--- config.mk ---
export PLATFORM = sky130hd
export DESIGN_NAME = mem_port_arbiter
export DESIGN_NICKNAME = d
export VERILOG_FILES = /design/src/rtl/mem_port_arbiter.sv
export SDC_FILE = /design/constraint.sdc
export NUM_CORES = 1
export LEC_CHECK = 0
export CORE_MARGIN = 8
export CORE_UTILIZATION = 40
export DETAILED_ROUTE_END_ITERATION = 8
export GPL_ROUTABILITY_DRIVEN = 0
export MAX_ROUTING_LAYER = met4
export PLACE_DENSITY = 0.8
export SETUP_SLACK_MARGIN = 0.4
export SLEW_MARGIN = 20
export SYNTH_ARGS = -nofsm -noshare
export SYNTH_HDL_FRONTEND = slang
export SYNTH_SLANG_ARGS = --single-unit
--- constraint.sdc ---
create_clock -name clk -period 1.86 [get_ports clk]
set_input_delay 0.279 -clock clk [delete_from_list [all_inputs] [get_ports clk]]
set_output_delay 0.279 -clock clk [all_outputs]
set_load 0.05 [all_outputs]
--- src/rtl/mem_port_arbiter.sv ---
// mem_port_arbiter: serialises the CPU instruction-fetch and data ports onto
// one single-ported, variable-latency memory via a req/ack handshake.
// Data accesses have fixed priority over fetches; each completed access
// returns a one-cycle ready pulse to its requester. `stall` holds the
// pipeline while either requester is still waiting.
module mem_port_arbiter #(
  parameter int unsigned AW = 32,
  parameter int unsigned DW = 32
) (
  input  logic          clk,
  input  logic          rst,
  // instruction-fetch port
  input  logic          if_req,
  input  logic [AW-1:0] if_addr,
  output logic [DW-1:0] if_rdata,
  output logic          if_ready,
  // data port
  input  logic          d_read_en,
  input  logic          d_write_en,
  input  logic [AW-1:0] d_addr,
  input  logic [DW-1:0] d_wdata,
  output logic [DW-1:0] d_rdata,
  output logic          d_ready,
  // memory port
  output logic          mem_req,
  output logic          mem_we,
  output logic [AW-1:0] mem_addr,
  output logic [DW-1:0] mem_wdata,
  input  logic [DW-1:0] mem_rdata,
  input  logic          mem_ack,
  // pipeline control / status
  output logic          stall,
  output logic          err
);

  localparam logic [2:0] IDLE   = 3'd0;
  localparam logic [2:0] BUSY_D = 3'd1;
  localparam logic [2:0] BUSY_I = 3'd2;
  localparam logic [2:0] RESP_D = 3'd3;
  localparam logic [2:0] RESP_I = 3'd4;

  logic [2:0] state;
  logic       d_req;

  assign d_req = d_read_en | d_write_en;

  // Ready pulses are decoded from the RESP states, so an async reset
  // mid-access can never leave a stray ready behind.
  assign if_ready = (state == RESP_I);
  assign d_ready  = (state == RESP_D);

  // Pipeline hold while any requester has not yet been answered.
  assign stall = (if_req & ~if_ready) | (d_req & ~d_ready);

  // Arbitration FSM, latched memory request fields and read-data capture.
  always_ff @(posedge clk or negedge rst) begin
    if (!rst) begin
      state     <= IDLE;
      mem_req   <= 1'b0;
      mem_we    <= 1'b0;
      mem_addr  <= '0;
      mem_wdata <= '0;
      if_rdata  <= '0;
      d_rdata   <= '0;
      err       <= 1'b0;
    end else begin
      // Simultaneous load+store is a pipeline bug; it is served as a store
      // and flagged until the next reset.
      if (d_read_en && d_write_en) begin
        err <= 1'b1;
      end

      case (state)
        IDLE: begin
          if (d_req) begin
            state     <= BUSY_D;
            mem_req   <= 1'b1;
            mem_we    <= d_write_en;
            mem_addr  <= d_addr;
            mem_wdata <= d_wdata;
          end else if (if_req) begin
            state     <= BUSY_I;
            mem_req   <= 1'b1;
            mem_we    <= 1'b0;
            mem_addr  <= if_addr;
            mem_wdata <= '0;
          end
        end
        BUSY_D: begin
          if (mem_ack) begin
            if (!mem_we) begin
              d_rdata <= mem_rdata;
            end
            mem_req <= 1'b0;
            state   <= RESP_D;
          end
        end
        BUSY_I: begin
          if (mem_ack) begin
            if_rdata <= mem_rdata;
            mem_req  <= 1'b0;
            state    <= RESP_I;
          end
        end
        // Requester is ineligible during its RESP cycle, so a held request
        // is only re-arbitrated from IDLE.
        RESP_D, RESP_I: begin
          state <= IDLE;
        end
        default: begin
          state   <= IDLE;
          mem_req <= 1'b0;
        end
      endcase
    end
  end

endmodule
After elaboration in Yosys (flattened, before gate mapping):

Cells that the tools add are included.

* eq/ne operators: 8
* mux-type cells: 15
* bitwise operators: 8
* reduce and logical (&&, ||, !) cells: 10

Operator list (number)
* $mux 32: 4
* $mux 3: 4
* $pmux 3 s3: 1
* $reduce_and 3->1: 3
* $eq 3x2->1 const B: 2
* $mux 1: 5
* $ne 2x2->1 const B: 2
* $not 1->1: 4
* $reduce_and 2->1: 2
* $reduce_or 2->1: 2
* $eq 3x1->1 const B: 1
* $eq 3x3->1 const B: 1
* $logic_not 3->1: 1
* $ne 3x3->1 const B: 1
* $pmux 1 s3: 1
* $and 1x1->1: 2
* $ne 2x1->1 const B: 1
* $or 1x1->1: 2
* $reduce_bool 2->1: 1
* $logic_and 1x1->1: 1

* register bits after elaboration: 134
* bits of input ports: 134
* output and inout port bits: 134
* word-level logic and storage cells: 49

Logic depth before layout (Yosys ltp):

* depth after elaboration: 4
* gate-level depth with buffers: 5
* mapped depth without buffers: 3

Least setup slack after synthesis:

No wires, ideal clock.

* path type: reg-to-output
* from: reg state[2]
* to: out stall
* arrival time: 1.662 ns
* data required time: 1.581 ns
* slack: -0.081 ns
* cell stages (with the launch flop): 3
* buffers on the path: 0
* cells stage by stage: dfrtp_1 > and3b_1 > o22ai_1

* word-level cells in the longest chain between the ends: 4
* elaborated cells between the ends (all ways): 7
* those cells by class: eq/ne (2); bitwise (5)

Ends and longest elaborated chain
* start: declaration: line 42 `logic [2:0] state;`
* start signal: assignment: line 58 `state <= IDLE;`
* start signal: assignment: line 76 `state <= BUSY_D;`
* start signal: assignment: line 82 `state <= BUSY_I;`
* $eq 3x2->1: line 50 `assign d_ready = (state == RESP_D);`
* net d_ready: line 23 `output logic d_ready,`
* $not 1->1: line 53 `assign stall = (if_req & ~if_ready) | (d_req & ~d_ready);`
* $and 1x1->1: line 53
* $or 1x1->1: line 53
* end: declaration: line 32 `output logic stall,`

The timed path passes the listed nets, and every way through them passes these cells.

Worst setup path in the final report:

* from: reg state[2]
* to: out stall

* word-level cells in the longest chain between the ends: 4
* elaborated cells between the ends (all ways): 7
* those cells by class: eq/ne (2); bitwise (5)

Ends and longest elaborated chain (line)
* $eq 3x3->1 or $eq 3x2->1 (tied branches): 49, 50
* $not 1->1: 53
* $and 1x1->1: 53
* $or 1x1->1 (*): 53

Mark *: on every way between the ends. The rest lies on a longest branch, timed or not.

==> summary.txt <==
Run status
  – Outcome: completed

Min path
  – Hold Path Cell Cnt: 2
  – Worst hold start: d_write_en
  – Hold endpoint: err
  – Worst min-delay path class: in -> reg

Logic synthesis
  – Sequential share of the synthesized area: 0.629
  – Seq cells post-synth: 134
  – Netlist Area Pre-Place: 0.00534 sq mm
  – Yosys cell types: 24
  – Mapped Nets: 471
  – Post-synth top area share: 0.629
  – EDFF count, synth: 0
  – Top post-synthesis cells by area: dfrtp_1, mux2_2, a22o_1
  – Most common cell in the synthesized netlist: dfrtp_1
  – Ys async rst share: 1.00
  – Synth Area per Inst: 15.8 sq um
  – Post-Syn Instances: 337
  – Top cell type by total area after synthesis: dfrtp_1
  – Top_reg_cell synth: dfrtp_1
  – Synth Warn #: 0
  – Top cells by count, synth: dfrtp_1, mux2_2, a22o_1, buf_2

Setup path
  – Required time worst endpoint: 1.58 ns
  – Worst r2r path cells: 7
  – Critical R2R Capture: d_rdata[17]
  – Slowest cell on crit path: dfrtp_1
  – Critical path arrival: 1.49 ns
  – Cell chain of the critical path: buf_6, and3b_2, o22ai_4, buf_8
  – Crit end category: primary output
  – Critical setup path kind: reg -> out
  – Reg-to-reg setup timing slack: 0.13 ns
  – Critical-path maximum fanout: 4
  – Crit path buf inv count: 2
  – CP max stage delay: 0.40 ns
  – CP Depth: 4
  – Critical R2R Launch: state[2]
  – CP top delay family: flip-flops
  – Startpoint types: flop

GRT
  – Vias in the first global route: 4494
  – Largest net degree at the start of global routing: 63
  – Met2 Use GR: 0.343
  – Global route hottest layer: met2
  – GRT overflow: 0
  – Grt met1 use: 0.214
  – Initial antenna violation count: 0
  – Global-route wire length before repair: 26500 um
  – GR Util All Layers: 0.203
  – Met3 Use GR: 0.0762

Timing
  – Unrepaired setup endpoints after global routing: true
  – Final Cycle Share: 0.951
  – Worst slew pin tran: 0.357 ns
  – Final hold viol count: 0
  – Max_slew headroom: 0.762
  – Maximum clock frequency: 565 MHz
  – Fin crit period: 1.77 ns
  – Clock skew: 0.0101 ns
  – Final setup viols: 0
  – Max-slew violations: 0

Drt
  – Vias: 4108
  – Via/cell ratio: 5.01
  – Detailed Route Iter0 Violations: 187
  – Detailed Route WL: 18400 um
  – Wire per inst: 22.5 um
  – DR pass1 iterations: 4
  – Post-route DRC: 0
  – Final ANT Viol Nets: 0

Pwr
  – Seq pwr share: 0.255
  – Clock power share: 0.175
  – Switching part of the total: 0.465
  – Leak Pwr: 0.00412 uW
  – Power Density: 2190 mW/mm^2
  – Comb pwr share: 0.569
  – Psw: 9460 uW
  – P_int: 10900 uW
  – Peak VDD IR: 1.23 mV

Layout
  – Antenna diodes: 0
  – Post-layout util: 0.708
  – Final nets: 766
  – Ratio of cells with drive above 1 in the final layout: 0.522
  – Post-Layout Cell Count: 820
  – Area grow syn2layout: 74.4%
  – Filler cell count: 922
  – Design Area, Final: 0.00931 sq mm

CTS
  – CTS tree: done
  – H-tree levels: 4
  – Clk root buf: clkbuf_16
  – Cts bufs inserted: 17
  – Reg clk slew, reported paths: 0.06 ns
  – Clock sinks: 134
  – Clock Latency Late Sink: 0.41 ns
  – Clk buf depth: 2

Floorplanning
  – Die area: 0.0173 sq mm
  – Die width: 131 um
  – I/O pins: 268
  – Die Ht: 131 um
  – Initial Util: 0.406
  – CORE AREA: 0.0131 sq mm
  – Num rows: 42

Placement
  – Dpl cells: 773
  – Dpl cell area: 0.00834 sq mm
  – Hpwl dp: 12400 um
  – Port Buf Inserts: 267

Job
  – Max_cap viols: 0
## layer usage
metal / share of wire / wire length (um)
met1: 0.39 / 7110
met2: 0.52 / 9610
met3: 0.075 / 1380
met4: 0.019 / 344
met5: 0 / 0
## layout make-up
type,count,area [sq um],area share
flip-flops and latches,134,3360,0.361
repair buffers,296,3060,0.328
multi-input cells,181,2040,0.219
clock buffers,17,425,0.0457
well taps,176,220,0.0237
clock inverters,14,201,0.0216
inverters,2,7.51,0.000807
## worst max-delay path by stage
stage / startpoint / endpoint / slack, ns
after floorplan: d_write_en / mem_addr[10] / 0.39
final: state[2] / stall / 0.09
after detailed placement: d_write_en / mem_addr[5] / -0.12
after global placement: d_write_en / mem_addr[29] / -0.09
after CTS: state[2] / stall / 0.09
after global routing: state[2] / stall / 0.04
## power by group through the flow
stage / Combinational, uW / Sequential [uW] / Clock (uW)
floorplan: 2430 / 10100 / 0
global placement: 11400 / 5080 / 0
detailed placement: 11500 / 5190 / 0
CTS: 11300 / 5180 / 3620
global route: 12000 / 5360 / 3740
finish: 11600 / 5190 / 3560
## metrics by stage
stage	hold slack, ns	power (uW)	TNS [ns]	worst slack, ns
after CTS	0.324	20000	0	0.0872
final	0.293	20300	0	0.0910
after floorplan	-0.0166	12500	0	0.385
after global routing	0.286	21100	0	0.0441
after detailed placement	0.194	16700	-4.61	-0.125
after global placement	0.192	16500	-2.76	-0.0854
## worst reg2reg max path, stage by stage (launching register included)
cell,delay (ns)
dfrtp_1,0.40
buf_6,0.13
buf_4,0.13
nor3b_2,0.21
nand3b_1,0.10
buf_4,0.17
clkbuf_16,0.19
mux2_2,0.29
## cells in the final DEF (no fill, tap or decap), types with 2 or more instances in the layout
cell             netlist  routed
a22o_1                32      32
buf_12                 0      12
buf_2                 15      33
buf_4                  3      24
buf_6                  1       2
bufinv_16              0       4
clkbuf_16              0      24
clkdlybuf4s15_2        0      68
clkdlybuf4s18_2        0      15
clkdlybuf4s50_1        0     130
clkinv_4               0       4
clkinvlp_4             0       2
dfrtp_1              134     132
dfrtp_2                0       2
dlymetal6s2s_1         0       2
inv_1                  2       2
inv_6                  0       3
mux2_2               129      97
mux2_4                 0      32
nand2_1                3       3
nor2_4                 0       2
o21ai_0                2       2
## timing repair
item,in CTS,in global routing
hold buffers,1,0
cloned,0,8
setup endpoints to repair,249,177
resized for setup,368,109
endpoints found under the hold margin,18,0
pin swaps,3,4
buffers inserted,3,4
## flip-flops by register name, indices dropped and copies added, names as in the netlist
| signal | cells |
|---|---|
| d_rdata | 32 |
| if_rdata | 32 |
| mem_addr | 32 |
| mem_wdata | 32 |
| state | 3 |
| err | 1 |
| mem_req | 1 |
| mem_we | 1 |
## logic make-up after synthesis
| group | count (synthesis) | share of synthesized area |
|---|---|---|
| AOI/OAI and AO/OA | 39 | 0.0610 |
| buffers and inverters | 22 | 0.0225 |
| DFF | 134 | 0.629 |
| muxes | 129 | 0.272 |
| and+or+nand+nor | 13 | 0.0157 |
Power figures use the tool's default switching activity.
==> patch 1: new RTL, config.mk and constraints unchanged <==
Make the reset (`rst`) synchronous in one clocked block. Comments in the files are not updated.
--- a/src/rtl/mem_port_arbiter.sv
+++ b/src/rtl/mem_port_arbiter.sv
@@ -53,7 +53,7 @@
   assign stall = (if_req & ~if_ready) | (d_req & ~d_ready);
 
   // Arbitration FSM, latched memory request fields and read-data capture.
-  always_ff @(posedge clk or negedge rst) begin
+  always_ff @(posedge clk) begin
     if (!rst) begin
       state     <= IDLE;
       mem_req   <= 1'b0;
Formal check against the unedited RTL: differs if rst is asserted again (counterexample within 4 cycles, from zero or initial values and one cycle with rst low); with rst held inactive, the same outputs for 4 cycles.
==> patch 1 against the unedited design <==
  * Largest cell class is now buffers
  * Final area grew 6.2%
  * Area after synthesis is essentially flat
  * Routed wire length grew 24%
  * Worst setup slack gained 0.076 ns
  * Sequential cell count is the same
  * Final cell count grew 37%
  * Core utilization grew 4.4 points
  * Synthesized cell count grew 94%
Power is not compared: it rests on default switching activity, and its combinational part moved more than twofold at a synthesized area within 25%.
==> patch 1: results (changes against the unedited design) <==
DR vias/cell - 5.52 (+10%)
pin count of the biggest net entering global routing - 95 (+51%)
Filler cells - 943 (+2.3%)
maximum vdd drop - 0.540 mV
Post-Route WL - 22.8 mm (+24%)
Reg clk slew, reported paths - 0.06 ns (about the same)
TritonRoute pass-1 iters - 5 (+1)
Synth top cells by count - dfxtp_1 (134), a21oi_1 (131), nand2_1 (131), nand3_1 (64), o21ai_0 (36)
post-synthesis sequential area ratio - 0.503 (-0.126)
first-pass GRT wire length - 33.3 mm (+26%)
fraction of layout cells with a size suffix above 1 - 0.328 (-0.194)
Worst EP arrival - 1.41 ns (-0.08 ns)
Non-Filler Instances - 1123 (+37%)
Netlist cell types - 34 (+42%)
top post-synthesis cells by area - dfxtp_1 (50%), a21oi_1 (12%), nand2_1 (9.2%), nand3_1 (6.0%), a311oi_1 (5.3%)
Final Skew - 0.00677 ns (-0.00337 ns)
Syn Area/Cell - 8.17 sq um (-48%)
Mapped Nets - 787 (+67%)
fraction of registers with async set/reset - 0 (-1.00)
first-iteration detailed-routing DRC count - 393 (+110%)
status - finished, final reports clean
crit-path max FO - 5 (+1)
Root Driver - clkbuf_16
GR Util All Layers - 0.245 (+0.0418)
Slew @ Worst Pin - 0.464 ns (+0.107 ns)
Detail Placement HPWL - 13.5 mm (+9.3%)
antenna violations before repair - 2 (+2)
==> patch 1: cell types whose count changed in the layout (fill, tap and decap cells not counted), moves of 34 or more <==
cell	before	now
dfrtp_1	132	0
dfxtp_1	0	130
nand2_1	3	131
a21oi_1	0	123
mux2_2	97	0
nand3_1	0	62
clkdlybuf4s15_2	68	104
o21ai_2	0	34
==> patch 1: layer usage <==
layer	part of all wire	GRT usage	up-vias
met2	0.49	0.389	317
met1	0.38	0.276	2938
met4	0.034	0.106	0
met5	0	-	-
met3	0.093	0.0850	56
li1	-	-	2886
==> patch 1: critical path: stages (launching register included) <==
cell and delay (ns):
dfxtp_4 0.36, buf_6 0.13, and3b_2 0.22, o22ai_4 0.11, buf_8 0.17
==> patch 1: cell type report <==
cell class | count | area share
Multi-Input combinational cell | 449 | 0.271
Clock buffer | 23 | 0.0494
Antenna cell | 2 | 0.000506
Sequential cell | 134 | 0.273
Inverter | 3 | 0.00139
Tap cell | 176 | 0.0223
Clock inverter | 8 | 0.0123
Timing Repair Buffer | 328 | 0.370
==> patch 1: what timing repair did <==
action,in CTS,in global routing
pin swaps,3,57
buffers inserted,13,10
gates cloned,8,7
gates resized for setup,378,118
setup endpoints to repair,202,126
==> patch 1: kinds of logic after synthesis <==
kind of cell           count (synthesis)  synth area share
AND/OR/NAND/NOR                      212             0.180
flip-flops                           134             0.503
buffers and inverters                 72            0.0694
AO/OA/AOI/OAI                        233             0.245
multiplexers                           1           0.00188
XOR/XNOR                               1           0.00164
==> patch 1: metrics by stage <==
step	power (W)	hold WS (ns)	cell area, sq um	setup slack, ns
after detailed placement	0.00644	0.446	8160	-0.000941
after global routing	0.0112	0.322	9880	0.124
after floorplan	0.00530	0.408	5350	0.298
after CTS	0.0103	0.303	9320	0.156
final	0.0108	0.267	9880	0.167
after global placement	0.00642	0.441	8160	0.0903
==> patch 1: power breakdown <==
group / switching (W) / total, W / internal [W] / leakage (nW)
combinational: 0.00233 / 0.00395 / 0.00163 / 2.20
clock: 0.00124 / 0.00347 / 0.00224 / 0.299
sequential: 0.000194 / 0.00337 / 0.00317 / 1.10
==> patch 1: path summary, 6_finish.rpt <==
path	startpoint	slack [ns]	depth (start not counted)	endpoint
setup / recovery	state[1]	0.17	4	stall
hold / removal	d_read_en	0.27	3	err
setup reg to reg	state[1]	0.21	4	d_rdata[20]
hold reg to reg	if_rdata[4]	0.45	2	if_rdata[4]
==> patch 2: new RTL, same flow settings <==
Without the edit above. Change the parameter `DW` from 32 to 64.
--- a/src/rtl/mem_port_arbiter.sv
+++ b/src/rtl/mem_port_arbiter.sv
@@ -5,7 +5,7 @@
 // pipeline while either requester is still waiting.
 module mem_port_arbiter #(
   parameter int unsigned AW = 32,
-  parameter int unsigned DW = 32
+  parameter int unsigned DW = 64
 ) (
   input  logic          clk,
   input  logic          rst,
Ports: changed (5 resized); port bits go from 268 to 428. The function was not compared with the original's and may differ.
==> patch 2 against the unedited design <==
  * The flow now finishes with violations (negative setup slack)
  * Sequential cell count up 96
  * Total power up 73%
  * Sequential share of layout area up 1.6 points
  * Die area up 57%
  * Area after synthesis up 66%
  * First-iteration DRC count up 69%
  * Final area up 64%
  * Routed wire length up 83%
  * Worst setup slack worse by 0.11 ns
  * Sequential power up 71%
  * Largest power group unchanged
==> patch 2: results (changes against the unedited design) <==
status - finished with violations
failing checks - negative setup slack
vias in the first global route - 7582 (+69%)
type of the worst min-delay path - in2async
crit-path max cell delay - 0.43 ns (+0.03 ns)
Synth top cells by count - dfrtp_1 (230), mux2_2 (186), a22o_1 (64), buf_2 (18), buf_4 (11)
fraction of layout cells with a size suffix above 1 - 0.527 (+0.00492)
CTS Buf Count - 26 (+9)
IO buf count - 427 (+60%)
Final Skew - 0.0175 ns (+0.00739 ns)
Worst Slack Setup Final - -0.0168 ns (-0.108 ns)
first-iteration detailed-routing DRC count - 316 (+69%)
share of Yosys cell area claimed by the top area cell type - 0.651 (+0.0226)
Filler cells - 1438 (+56%)
compound-cell area share of the yosys netlist - 0.0706 (+0.00965)
Detail Placement HPWL - 22.2 mm (+79%)
leakage - 7.36 nW (+79%)
final number of setup-violating endpoints - 1 (+1)
Mapped Nets - 744 (+58%)
first-pass GRT wire length - 46.6 mm (+76%)
internal power - 0.0187 W (+72%)
pin count of the biggest net entering global routing - 65 (+3.2%)
antenna violations before repair - 3 (+3)
post-synthesis sequential area ratio - 0.651 (+0.0226)
FF-to-FF path depth - 8 (+1)
## patch 2: worst max-delay path: cells and delay by family (launching register included)
kind | cells | cell delay [ns]
flops | 1 | 0.43
compound gates | 1 | 0.06
simple gates | 2 | 0.43
buf+inv | 1 | 0.15
## patch 2: logic make-up after synthesis
| family | Yosys count |
|---|---|
| flops | 230 |
| mux | 193 |
| compound gates | 72 |
| buf+inv | 37 |
| simple gates | 14 |
## patch 2: worst max path at each step
stage	endpoint	slack [ns]	cells after the start	startpoint
3_3_place_gp	mem_addr[22]	-0.04	5	d_read_en
3_5_place_dp	mem_addr[28]	-0.09	5	d_write_en
2_1_floorplan	if_rdata[0]	0.36	6	state[1]
6_report	stall	-0.02	4	state[2]
5_1_grt	stall	-0.07	4	state[2]
4_1_cts	stall	-0.008	4	state[0]
## patch 2: stage by stage
step | TNS, ns | area, sq um | total power (W) | worst slack [ns]
floorplan | 0 | 8900 | 0.0213 | 0.364
global placement | -1.38 | 13600 | 0.0280 | -0.0417
detailed placement | -2.44 | 13600 | 0.0283 | -0.0871
CTS | -0.00818 | 14500 | 0.0335 | -0.00818
global route | -0.679 | 15300 | 0.0366 | -0.0718
finish | -0.0168 | 15300 | 0.0353 | -0.0168
## patch 2: final cells by class
| class | instances | area share |
|---|---|---|
| sequential | 230 | 0.376 |
| inverter | 3 | 0.000736 |
| multi-input combinational | 279 | 0.224 |
| clock inverter | 12 | 0.00916 |
| tap | 280 | 0.0229 |
| timing repair buffer | 509 | 0.317 |
| clock buffer | 36 | 0.0496 |
| antenna | 3 | 0.000491 |
## patch 2: power groups by stage
| stage | combinational (W) | sequential (W) | clock, W |
|---|---|---|---|
| after floorplan | 0.00396 | 0.0173 | 0 |
| after global placement | 0.0193 | 0.00875 | 0 |
| after detailed placement | 0.0194 | 0.00886 | 0 |
| after CTS | 0.0193 | 0.00879 | 0.00542 |
| after global routing | 0.0218 | 0.00917 | 0.00561 |
| final | 0.0211 | 0.00889 | 0.00531 |
## patch 2: repair_timing
item | CTS | global route
buffers inserted | 15 | 13
hold endpoints to repair | 46 | 0
resized for setup | 854 | 128
hold buffers | 1 | 0
endpoints found under the setup margin | 380 | 262
pin swaps | 19 | 5
cloned | 10 | 14
## patch 2: per-layer routing
layer,share of wire,global-route usage,up-vias,wire length (microns)
li1,-,-,3013,-
met1,0.36,0.257,3492,12300
met2,0.51,0.383,309,17100
met3,0.090,0.0723,73,3030
met4,0.037,0.0876,0,1250
met5,0,-,-,0
